File: src/rtl/forward_hazard_unit_pkg.sv
// Shared types for the operand-forwarding / hazard control block.
package forward_hazard_unit_pkg;

  localparam int unsigned REG_AW = 5;

  // EX-stage forward mux select encodings; 2'b11 is never produced.
  typedef enum logic [1:0] {
    NOforward  = 2'b00,
    forwardMEM = 2'b01,
    forwardWB  = 2'b10
  } fwd_sel_e;

  typedef enum logic {
    RUN    = 1'b0,
    FREEZE = 1'b1
  } state_e;

  // Shadow copy of the destination info of one in-flight instruction.
  typedef struct packed {
    logic              valid;
    logic [REG_AW-1:0] rd;
    logic              wren;
    logic              is_load;
  } slot_t;

  localparam slot_t SLOT_EMPTY = '{valid: 1'b0, rd: {REG_AW{1'b0}}, wren: 1'b0, is_load: 1'b0};

  // True when the slot will write register addr (x0 is never a producer).
  function automatic logic slot_writes(input slot_t slot, input logic [REG_AW-1:0] addr);
    return slot.valid && slot.wren && (slot.rd != {REG_AW{1'b0}}) && (slot.rd == addr);
  endfunction

endpackage

File: src/rtl/forward_hazard_unit_fwd_match.sv
// Per-operand forward select: youngest producer (EX) wins over MEM.
module forward_hazard_unit_fwd_match
  import forward_hazard_unit_pkg::*;
(
  input  logic [REG_AW-1:0] src_addr_i,
  input  logic              src_used_i,
  input  slot_t             ex_slot_i,
  input  slot_t             mem_slot_i,
  output logic [1:0]        sel_o
);

  // The load flag only matters for load-use detection, not for forwarding.
  logic unused_s;
  assign unused_s = ex_slot_i.is_load ^ mem_slot_i.is_load;

  // Pick the forward source for one operand.
  always_comb begin
    sel_o = NOforward;
    if (!src_used_i) begin
      sel_o = NOforward;
    end else if (slot_writes(ex_slot_i, src_addr_i)) begin
      sel_o = forwardMEM;
    end else if (slot_writes(mem_slot_i, src_addr_i)) begin
      sel_o = forwardWB;
    end else begin
      sel_o = NOforward;
    end
  end

endmodule

File: src/rtl/forward_hazard_unit.sv
// Producer-side forwarding and hazard control for the 5-stage RV32I pipeline.
module forward_hazard_unit
  import forward_hazard_unit_pkg::*;
#(
  parameter int unsigned CNT_W = 32
) (
  input  logic              clk_i,
  input  logic              rst_ni,
  input  logic              ID_valid_i,
  input  logic [REG_AW-1:0] ID_rs1_addr_i,
  input  logic [REG_AW-1:0] ID_rs2_addr_i,
  input  logic              ID_rs1_used_i,
  input  logic              ID_rs2_used_i,
  input  logic [REG_AW-1:0] ID_rd_addr_i,
  input  logic              ID_rd_wren_i,
  input  logic              ID_is_load_i,
  input  logic              EX_branch_taken_i,
  input  logic              MEM_ready_i,
  output logic [1:0]        forward_rs1_sel_o,
  output logic [1:0]        forward_rs2_sel_o,
  output logic              stall_pc_o,
  output logic              stall_id_o,
  output logic              flush_id_o,
  output logic              bubble_ex_o,
  output logic              freeze_o,
  output logic [CNT_W-1:0]  stall_cnt_o
);

  state_e            state_q, state_d;
  slot_t             ex_q, ex_d, mem_q, mem_d, wb_q, wb_d;
  logic [1:0]        rs1_sel_q, rs1_sel_d, rs2_sel_q, rs2_sel_d;
  logic [CNT_W-1:0]  cnt_q, cnt_d;

  logic              freeze_s, load_use_s, branch_s, stall_s, bubble_s;
  logic [1:0]        rs1_match_s, rs2_match_s;

  // WB slot is tracked for completeness; the register file covers it.
  logic unused_s;
  assign unused_s = ^{wb_q, mem_q.is_load};

  forward_hazard_unit_fwd_match u_fwd_match_rs1 (
    .src_addr_i (ID_rs1_addr_i),
    .src_used_i (ID_valid_i & ID_rs1_used_i),
    .ex_slot_i  (ex_q),
    .mem_slot_i (mem_q),
    .sel_o      (rs1_match_s)
  );

  forward_hazard_unit_fwd_match u_fwd_match_rs2 (
    .src_addr_i (ID_rs2_addr_i),
    .src_used_i (ID_valid_i & ID_rs2_used_i),
    .ex_slot_i  (ex_q),
    .mem_slot_i (mem_q),
    .sel_o      (rs2_match_s)
  );

  // Memory busy: entering the freeze needs a valid MEM slot; once frozen the slot is held.
  always_comb begin
    case (state_q)
      RUN:     freeze_s = mem_q.valid & ~MEM_ready_i;
      FREEZE:  freeze_s = ~MEM_ready_i;
      default: freeze_s = 1'b0;
    endcase
  end

  // Load-use detection against the load currently in EX.
  always_comb begin
    load_use_s = 1'b0;
    if (ID_valid_i && ex_q.is_load) begin
      load_use_s = (ID_rs1_used_i && slot_writes(ex_q, ID_rs1_addr_i)) ||
                   (ID_rs2_used_i && slot_writes(ex_q, ID_rs2_addr_i));
    end else begin
      load_use_s = 1'b0;
    end
  end

  // Freeze overrides everything; a taken branch overrides load-use.
  assign branch_s = EX_branch_taken_i & ~freeze_s;
  assign stall_s  = load_use_s & ~EX_branch_taken_i & ~freeze_s;
  assign bubble_s = branch_s | stall_s;

  // Next-state for slots, selects, counter and FSM.
  always_comb begin
    state_d   = freeze_s ? FREEZE : RUN;
    ex_d      = ex_q;
    mem_d     = mem_q;
    wb_d      = wb_q;
    rs1_sel_d = rs1_sel_q;
    rs2_sel_d = rs2_sel_q;
    cnt_d     = cnt_q;
    if (!freeze_s) begin
      wb_d  = mem_q;
      mem_d = ex_q;
      if (bubble_s || !ID_valid_i) begin
        ex_d = SLOT_EMPTY;
      end else begin
        ex_d = '{valid: 1'b1, rd: ID_rd_addr_i, wren: ID_rd_wren_i, is_load: ID_is_load_i};
      end
      if (bubble_s) begin
        rs1_sel_d = NOforward;
        rs2_sel_d = NOforward;
      end else begin
        rs1_sel_d = rs1_match_s;
        rs2_sel_d = rs2_match_s;
      end
    end else begin
      ex_d = ex_q;
    end
    if ((stall_s || freeze_s) && (cnt_q != {CNT_W{1'b1}})) begin
      cnt_d = cnt_q + {{(CNT_W-1){1'b0}}, 1'b1};
    end else begin
      cnt_d = cnt_q;
    end
  end

  // Pipeline shadow state, FSM and registered outputs.
  always_ff @(posedge clk_i or negedge rst_ni) begin
    if (!rst_ni) begin
      state_q   <= RUN;
      ex_q      <= SLOT_EMPTY;
      mem_q     <= SLOT_EMPTY;
      wb_q      <= SLOT_EMPTY;
      rs1_sel_q <= NOforward;
      rs2_sel_q <= NOforward;
      cnt_q     <= {CNT_W{1'b0}};
    end else begin
      state_q   <= state_d;
      ex_q      <= ex_d;
      mem_q     <= mem_d;
      wb_q      <= wb_d;
      rs1_sel_q <= rs1_sel_d;
      rs2_sel_q <= rs2_sel_d;
      cnt_q     <= cnt_d;
    end
  end

  assign forward_rs1_sel_o = rs1_sel_q;
  assign forward_rs2_sel_o = rs2_sel_q;
  assign stall_pc_o        = stall_s;
  assign stall_id_o        = stall_s;
  assign flush_id_o        = branch_s;
  assign bubble_ex_o       = bubble_s;
  assign freeze_o          = freeze_s;
  assign stall_cnt_o       = cnt_q;

endmodule

File: config.mk
export PLATFORM = sky130hd
export DESIGN_NAME = forward_hazard_unit
export DESIGN_NICKNAME = d
export VERILOG_FILES = /design/src/rtl/forward_hazard_unit_pkg.sv /design/src/rtl/forward_hazard_unit_fwd_match.sv /design/src/rtl/forward_hazard_unit.sv
export SDC_FILE = /design/constraint.sdc
export NUM_CORES = 1
export LEC_CHECK = 0
export ABC_AREA = 0
export CORE_UTILIZATION = 50
export DETAILED_ROUTE_END_ITERATION = 8
export PLACE_DENSITY = 0.81
export SLEW_MARGIN = 20
export SYNTH_ARGS = -nofsm -noshare
export SYNTH_HDL_FRONTEND = slang
export SYNTH_SLANG_ARGS = --single-unit
File: constraint.sdc
create_clock -name clk_i -period 4.1 [get_ports clk_i]
set_clock_uncertainty 0.1 [all_clocks]
set_input_delay 1.23 -clock clk_i [delete_from_list [all_inputs] [get_ports clk_i]]
set_output_delay 1.23 -clock clk_i [all_outputs]
set_load 0.005 [all_outputs]
==> results of run 1 <==
[layer usage]
metal,wire length (um),up-vias,part of all wire [%]
li1,-,1012,-
met3,324,6,5.3
met2,3020,64,49
met4,68,0,1.1
met5,0,-,0
met1,2740,1054,45
[repair_timing]
| action | in CTS | in global routing |
|---|---|---|
| pin swaps | 2 | 4 |
| buffers inserted | 0 | 1 |
| setup endpoints to repair | 3 | 3 |
| gates resized for setup | 7 | 11 |
[critical path, stage by stage]
cell and delay [ns]:
sky130_fd_sc_hd__clkdlybuf4s50_1 0.46, sky130_fd_sc_hd__xor2_1 0.19, sky130_fd_sc_hd__nor3_2 0.25, sky130_fd_sc_hd__a32o_2 0.23, sky130_fd_sc_hd__nand2_2 0.09, sky130_fd_sc_hd__a21oi_2 0.13
sky130_fd_sc_hd__clkbuf_2 0.12
[placed cells by master (no fill, tap or decap), types with 2 or more instances in the layout]
master | synthesis | layout
sky130_fd_sc_hd__a21oi_2 | 0 | 2
sky130_fd_sc_hd__a22o_1 | 7 | 7
sky130_fd_sc_hd__a32o_1 | 5 | 4
sky130_fd_sc_hd__and3_1 | 4 | 4
sky130_fd_sc_hd__and3b_1 | 2 | 2
sky130_fd_sc_hd__and4_1 | 3 | 3
sky130_fd_sc_hd__buf_4 | 4 | 18
sky130_fd_sc_hd__clkbuf_2 | 0 | 3
sky130_fd_sc_hd__clkbuf_8 | 0 | 5
sky130_fd_sc_hd__clkdlybuf4s50_1 | 0 | 60
sky130_fd_sc_hd__dfrtp_1 | 52 | 52
sky130_fd_sc_hd__inv_1 | 6 | 6
sky130_fd_sc_hd__mux2_2 | 7 | 7
sky130_fd_sc_hd__nand2_1 | 18 | 17
sky130_fd_sc_hd__nand3_1 | 11 | 11
sky130_fd_sc_hd__nor2_1 | 17 | 16
sky130_fd_sc_hd__nor3_1 | 14 | 12
sky130_fd_sc_hd__nor3_2 | 0 | 2
sky130_fd_sc_hd__nor4_1 | 13 | 13
sky130_fd_sc_hd__o211ai_1 | 2 | 2
sky130_fd_sc_hd__o21ai_0 | 2 | 2
sky130_fd_sc_hd__or3_1 | 3 | 3
sky130_fd_sc_hd__or4_1 | 2 | 2
sky130_fd_sc_hd__xnor2_1 | 7 | 7
sky130_fd_sc_hd__xor2_1 | 44 | 43
[where the power goes]
group          total (uW)  leakage (uW)  switching (uW)  internal, uW
registers             597      0.000696            47.5           550
logic                 217      0.000920            91.4           125
clock network         272     0.0000410             156           116
total                1090       0.00166             295           792
[final cells by class]
type	instances	share of cell area (%)
clock inverter	1	0.143
clock buffer	6	2.07
multi-input combinational	176	36.1
tap	67	2.39
sequential	52	37.1
timing repair buffer	82	21.6
inverter	6	0.642
[registers in the layout, indices dropped and copies added, names as in the netlist]
register / cells
ex_q: 8
forward_rs2_sel_o: 2
forward_rs1_sel_o: 2
stall_cnt_o: 32
mem_q: 7
state_q: 1
[synth_stat cells (all sizes together) (2+ instances only)]
cell type	number
and3	4
dfrtp	52
a21oi	3
nand4	2
nand3	11
buf	6
clkbuf	3
and3b	2
or4	2
a22o	7
o211ai	3
nor4	13
inv	6
or3	3
a32o	5
or2	2
xnor2	7
o21ai	2
nor2	17
nand2	18
nor3	14
and4	3
mux2	7
xor2	44
[stage by stage]
step	hold slack (ns)	TNS (ns)	util, %	setup WS [ns]
after floorplan	0.365	0	-	0.581
after global placement	0.378	-0.846	69.6	-0.315
after detailed placement	0.380	-0.991	69.6	-0.346
after CTS	0.400	0	71.4	0.0366
after global routing	0.413	-0.0295	71.8	-0.0215
final	0.396	0	71.8	0.0769
[worst max-delay path by stage]
| stage | to | slack (ns) |
|---|---|---|
| detailed placement | stall_id_o | -0.35 |
| global placement | stall_id_o | -0.32 |
| global route | bubble_ex_o | -0.02 |
| floorplan | stall_pc_o | 0.58 |
| finish | bubble_ex_o | 0.08 |
| CTS | bubble_ex_o | 0.04 |
[cells by family after synthesis]
logic type	share of synthesized area, %
mux	3.03
compound gates	7.01
fa+ha+maj	0.480
flops	50.0
simple gates	19.3
buf+inv	3.07
xor+xnor	17.1
==> impl_table.tex, run 1 <==
\begin{tabular}{lr}
\hline
Metric & Value \\
\hline
\multicolumn{2}{l}{\textbf{Final layout}} \\
Fraction of layout cells with a size suffix above 1 & 14.6\% \\
Count of placed standard cells in the final layout, fillers left out & 390 \\
Fillcell total & 388 \\
Multi-input logic area & 1260 um\^{}2 \\
Final instance area & 3510 um\^{}2 \\
Net count of the finished layout & 348 \\
Area delta synth->final & 34.6\% \\
Register Area & 1300 um\^{}2 \\
Ant diodes & 0 \\
\multicolumn{2}{l}{\textbf{GRT}} \\
Met3 routing resource usage after global routing & 5.01\% \\
Wire length of the first global-routing pass & 9.92 mm \\
Global routing's busiest layer & met2 \\
Global-route total usage across every layer & 24.1\% \\
GR Util met1 & 32.0\% \\
Largest net degree at the start of global routing & 35 \\
Initial antenna violation count & 0 \\
Global routing met2 resource utilization & 39.6\% \\
Remaining global-route overflow & 0 \\
Vias in the first global route & 2095 \\
\multicolumn{2}{l}{\textbf{STA}} \\
Max-slew violation total from the final report & 0 \\
Min cycle time layout & 4.02 ns \\
Part of the cycle the worst path needs & 98.1\% \\
Fmax achieved & 0.249 GHz \\
Transition time at the pin with the least slew margin & 0.754 ns \\
Fin. Hold Viols & 0 \\
Relative slew slack & 49.7\% \\
Number of endpoints failing setup at the final stage & 0 \\
\multicolumn{2}{l}{\textbf{Clock tree}} \\
Cts hold-fix bufs & 0 \\
Clock tree from TritonCTS & yes \\
Clock transition at the registers of the reported paths & 0.08 ns \\
Number of CTS-inserted buffers & 5 \\
Clock buffer depth & 2 \\
Clock Latency Late Sink & 0.30 ns \\
Sinks on Clock Net & 52 \\
Library cell used as clock root buffer & sky130\_fd\_sc\_hd\_\_clkbuf\_8 \\
CTS H-tree depth & 2 \\
\multicolumn{2}{l}{\textbf{Worst hold path}} \\
Hold Crit Endpoint & forward\_rs1\_sel\_o[0] \\
Number of cells on the worst hold path & 1 \\
Start point of the worst min-delay path & forward\_rs1\_sel\_o[0] \\
Tightest Hold Check Type & flip-flop to flip-flop \\
\multicolumn{2}{l}{\textbf{Pwr}} \\
P per Cell Area & 310 nW/um\^{}2 \\
VDD IR max & 0.000323 V \\
Leakage power total & 0.00166 uW \\
Total chip power & 1090 uW \\
\multicolumn{2}{l}{\textbf{Critical path}} \\
Data required time at the worst endpoint & 2.77 ns \\
Arrival time at the worst endpoint & 2.69 ns \\
Reg2Reg Depth & 7 \\
Worst reg2reg setup slack & 1.44 ns \\
CP Launch Point & ID\_rs1\_addr\_i[4] \\
Critical path capture point type & output pin \\
Worst reg2reg path startpoint & ex\_q[2] \\
Critical Setup Path Class & input port to output pin \\
Crit path max fanout & 2 \\
Reg-to-reg critical path endpoint & stall\_cnt\_o[1] \\
Startpoint types & input port \\
\multicolumn{2}{l}{\textbf{Floorplanning}} \\
X dimension of the die & 74.2 um \\
Die Outline Area & 5500 um\^{}2 \\
Top-level I/O count & 65 \\
Core box area & 4880 um\^{}2 \\
Number of rows in the core area & 25 \\
Initial Utilization & 53.4\% \\
Die H & 74.2 um \\
\multicolumn{2}{l}{\textbf{Yosys}} \\
Number of enable flip-flop cells after synthesis & 0 \\
Yosys top cell area share & 50.0\% \\
Largest area contributor in the synthesized netlist & sky130\_fd\_sc\_hd\_\_dfrtp\_1 \\
Number of standard cells after synthesis & 243 \\
Synthesized area per cell & 10.7 um\^{}2 \\
Sequential element share of the synthesized area & 50.0\% \\
Distinct cells, synth & 36 \\
Netlist area before placement & 2600 um\^{}2 \\
YS warnings & 0 \\
Flops \& latches, synth & 52 \\
Fraction of registers with async set/reset & 100\% \\
Syn\_nets & 268 \\
Primary FF master, synth & sky130\_fd\_sc\_hd\_\_dfrtp\_1 \\
Cell types with the largest area share after synthesis & sky130\_fd\_sc\_hd\_\_dfrtp\_1 (50\%), sky130\_fd\_sc\_hd\_\_xor2\_1 (15\%), sky130\_fd\_sc\_hd\_\_nor4\_1 (3.1\%), sky130\_fd\_sc\_hd\_\_mux2\_2 (3.0\%), sky130\_fd\_sc\_hd\_\_nor3\_1 (2.7\%) \\
\multicolumn{2}{l}{\textbf{Detailed routing}} \\
Vias per Instance & 5.48 \\
Antenna-violating nets left & 0 \\
Wire length per cell after detailed routing & 15.8 um \\
Via Count & 2136 \\
Routed wire length & 6.16 mm \\
DRC violations left & 0 \\
First drt pass iteration count & 4 \\
First DRT Iteration DRCs & 123 \\
\multicolumn{2}{l}{\textbf{Placement}} \\
Dpl cells & 382 \\
Instance area after placement & 3400 um\^{}2 \\
Number of buffers inserted by port buffering & 64 \\
Gp weighted congestion & 0.857 \\
Placed wire-length estimate & 4.41 mm \\
\multicolumn{2}{l}{\textbf{Status}} \\
Run status & finished, final reports clean \\
\multicolumn{2}{l}{\textbf{Run}} \\
Number of violations of the max-capacitance limit & 0 \\
\hline
\end{tabular}
(Power assumes the default switching activity.)
==> run 2: changes to the inputs <==
--- a/config.mk
+++ b/config.mk
@@ -9,7 +9,6 @@
 export CORE_UTILIZATION = 50
 export DETAILED_ROUTE_END_ITERATION = 8
 export PLACE_DENSITY = 0.81
-export SLEW_MARGIN = 20
 export SYNTH_ARGS = -nofsm -noshare
 export SYNTH_HDL_FRONTEND = slang
 export SYNTH_SLANG_ARGS = --single-unit
==> results of run 2 <==
Same layout as run 1: the final DEF is identical, and so are final timing and power.
==> run 3: changes to the inputs <==
--- a/config.mk
+++ b/config.mk
@@ -6,9 +6,10 @@
 export NUM_CORES = 1
 export LEC_CHECK = 0
 export ABC_AREA = 0
-export CORE_UTILIZATION = 50
+export CAP_MARGIN = 20
+export CORE_UTILIZATION = 30
 export DETAILED_ROUTE_END_ITERATION = 8
-export PLACE_DENSITY = 0.81
+export PLACE_DENSITY = 0.53
 export SYNTH_ARGS = -nofsm -noshare
 export SYNTH_HDL_FRONTEND = slang
 export SYNTH_SLANG_ARGS = --single-unit
==> run 3 against run 2 <==
Final area is 2.1% higher. Combinational power hardly changed. First-iteration DRC count is 42% lower. Total power is 7.6% higher. Worst setup slack better by 0.024 ns. Via count is 3.5% lower. Global-route usage is 8.5 points lower. Wire length is 6.2% higher. Clock-buffer cell count stayed put. Critical path depth stayed put. Utilization is 29 points lower. Highest routed layer unchanged.
==> impl_table.tex, run 3 (synthesis results as in run 1) <==
\begin{tabular}{lr}
\hline
Metric & Value \\
\hline
\multicolumn{2}{l}{\textbf{STA}} \\
Number of endpoints failing setup at the final stage & 0 \\
Fin. Hold Viols & 0 \\
Transition time at the pin with the least slew margin & 0.597 ns \\
Min cycle time layout & 4.00 ns \\
Part of the cycle the worst path needs & 97.5\% \\
Worst hold slack & 0.394 ns \\
Setup TNS Final & 0 ns \\
Relative slew slack & 60.2\% \\
Max-slew violation total from the final report & 0 \\
Fmax achieved & 0.250 GHz \\
\multicolumn{2}{l}{\textbf{Clock tree}} \\
Clock tree from TritonCTS & yes \\
CTS H-tree depth & 2 \\
Number of CTS-inserted buffers & 5 \\
Clock Latency Late Sink & 0.30 ns \\
Clock buffer depth & 2 \\
Clock transition at the registers of the reported paths & 0.09 ns \\
Sinks on Clock Net & 52 \\
Library cell used as clock root buffer & sky130\_fd\_sc\_hd\_\_clkbuf\_8 \\
Cts hold-fix bufs & 0 \\
\multicolumn{2}{l}{\textbf{Pwr}} \\
VDD IR max & 0.000205 V \\
P per Cell Area & 327 nW/um\^{}2 \\
Total chip power & 1170 uW \\
Leakage power total & 0.00168 uW \\
\multicolumn{2}{l}{\textbf{GRT}} \\
Wire length of the first global-routing pass & 10.8 mm \\
Met3 routing resource usage after global routing & 3.27\% \\
Remaining global-route overflow & 0 \\
Initial antenna violation count & 0 \\
Global routing met2 resource utilization & 23.5\% \\
Largest net degree at the start of global routing & 31 \\
GR Util met1 & 22.9\% \\
Global routing's busiest layer & met2 \\
Global-route total usage across every layer & 15.6\% \\
Vias in the first global route & 2117 \\
\multicolumn{2}{l}{\textbf{Final layout}} \\
Fraction of layout cells with a size suffix above 1 & 12.7\% \\
Most frequent cells in the layout & sky130\_fd\_sc\_hd\_\_clkdlybuf4s50\_1 (60), sky130\_fd\_sc\_hd\_\_dfrtp\_1 (52), sky130\_fd\_sc\_hd\_\_xor2\_1 (44) \\
Net count of the finished layout & 347 \\
Ant diodes & 0 \\
Final instance area & 3580 um\^{}2 \\
Area delta synth->final & 37.5\% \\
Largest register FFs & 32 \\
Leading cell type in the layout, fill and taps excluded & sky130\_fd\_sc\_hd\_\_clkdlybuf4s50\_1 \\
Post-layout utilization of the core & 43.1\% \\
\multicolumn{2}{l}{\textbf{Detailed routing}} \\
Wire length per cell after detailed routing & 15.3 um \\
Via Count & 2062 \\
First DRT Iteration DRCs & 71 \\
DRC violations left & 0 \\
Vias per Instance & 4.82 \\
First drt pass iteration count & 6 \\
Antenna-violating nets left & 0 \\
Routed wire length & 6.54 mm \\
\multicolumn{2}{l}{\textbf{Placement}} \\
Instance area after placement & 3450 um\^{}2 \\
Placed wire-length estimate & 4.55 mm \\
Gp weighted congestion & 0.797 \\
Number of buffers inserted by port buffering & 64 \\
\multicolumn{2}{l}{\textbf{Worst hold path}} \\
Tightest Hold Check Type & flip-flop to flip-flop \\
Number of cells on the worst hold path & 1 \\
Start point of the worst min-delay path & stall\_cnt\_o[31] \\
\multicolumn{2}{l}{\textbf{Critical path}} \\
Data required time at the worst endpoint & 2.77 ns \\
Reg2Reg Depth & 6 \\
Critical path capture point type & output pin \\
Arrival time at the worst endpoint & 2.67 ns \\
Crit path max fanout & 2 \\
CP Launch Point & ID\_rs1\_addr\_i[3] \\
Startpoint types & input port \\
Worst reg2reg path startpoint & ex\_q[5] \\
Critical Setup Path Class & input port to output pin \\
\multicolumn{2}{l}{\textbf{Floorplanning}} \\
Top-level I/O count & 65 \\
Number of rows in the core area & 33 \\
Die Outline Area & 9060 um\^{}2 \\
Die H & 95.2 um \\
Core box area & 8300 um\^{}2 \\
Initial Utilization & 31.4\% \\
X dimension of the die & 95.2 um \\
\multicolumn{2}{l}{\textbf{Status}} \\
Run status & finished, final reports clean \\
\multicolumn{2}{l}{\textbf{Run}} \\
Number of violations of the max-capacitance limit & 0 \\
\hline
\end{tabular}
[run 3: cell count changes in the layout (fill, tap and decap cells not counted), sizes merged]
cell,previous run,this run
buf,19,18
bufinv,0,1
clkbuf,9,6
clkdlybuf4s15,0,1
dlygate4sd2,0,2
[run 3: path summary, 6_finish.rpt]
kind	to	slack, ns
min in group asynchronous	ex_q[6]	0.83
worst min-delay path	stall_cnt_o[31]	0.39
max in group asynchronous	stall_cnt_o[2]	2.31
worst min register to register	stall_cnt_o[31]	0.39
worst max-delay path	bubble_ex_o	0.10
worst max register to register	forward_rs2_sel_o[1]	1.50
[run 3: final cells by class]
type                            count  area [um^2]
Inverter                            6         22.5
Clock buffer                        6         72.6
Sequential cell                    52         1300
Clock inverter                      2         35.0
Tap cell                          105          131
Multi-Input combinational cell    176         1240
Timing Repair Buffer               81          773
Fill cell                         795         4720
[run 3: where the power goes]
group / internal, uW / switching, uW / leakage (uW)
registers: 550 / 50.8 / 0.000696
clock network: 181 / 167 / 0.0000552
logic: 127 / 93.4 / 0.000928
[run 3: worst max-delay path, cell delays in order]
cell	delay [ns]
sky130_fd_sc_hd__clkdlybuf4s50_1	0.44
sky130_fd_sc_hd__xor2_1	0.16
sky130_fd_sc_hd__nor3_2	0.21
sky130_fd_sc_hd__a32o_2	0.21
sky130_fd_sc_hd__nand2_2	0.06
sky130_fd_sc_hd__a21oi_2	0.14
sky130_fd_sc_hd__clkdlybuf4s15_1	0.21
[run 3: layer usage]
metal | vias to the layer above | share of wire, % | wire length [um]
met5 | - | 0 | 0
met4 | 0 | 0.57 | 37
met3 | 4 | 5.4 | 352
met2 | 51 | 45 | 2930
met1 | 985 | 49 | 3220
li1 | 1022 | - | -
[run 3: what timing repair did]
action | in CTS | in global routing
pin swaps | 2 | 1
resized for setup | 5 | 4
endpoints found under the setup margin | 3 | 3
setup buffers | 0 | 1
[run 3: stage by stage]
step | cells | setup slack (ns)
2_1_floorplan | 243 | 0.581
3_3_place_gp | 419 | -0.251
3_5_place_dp | 419 | -0.271
4_1_cts | 427 | 0.0521
5_1_grt | 428 | -0.0255
6_report | 428 | 0.101
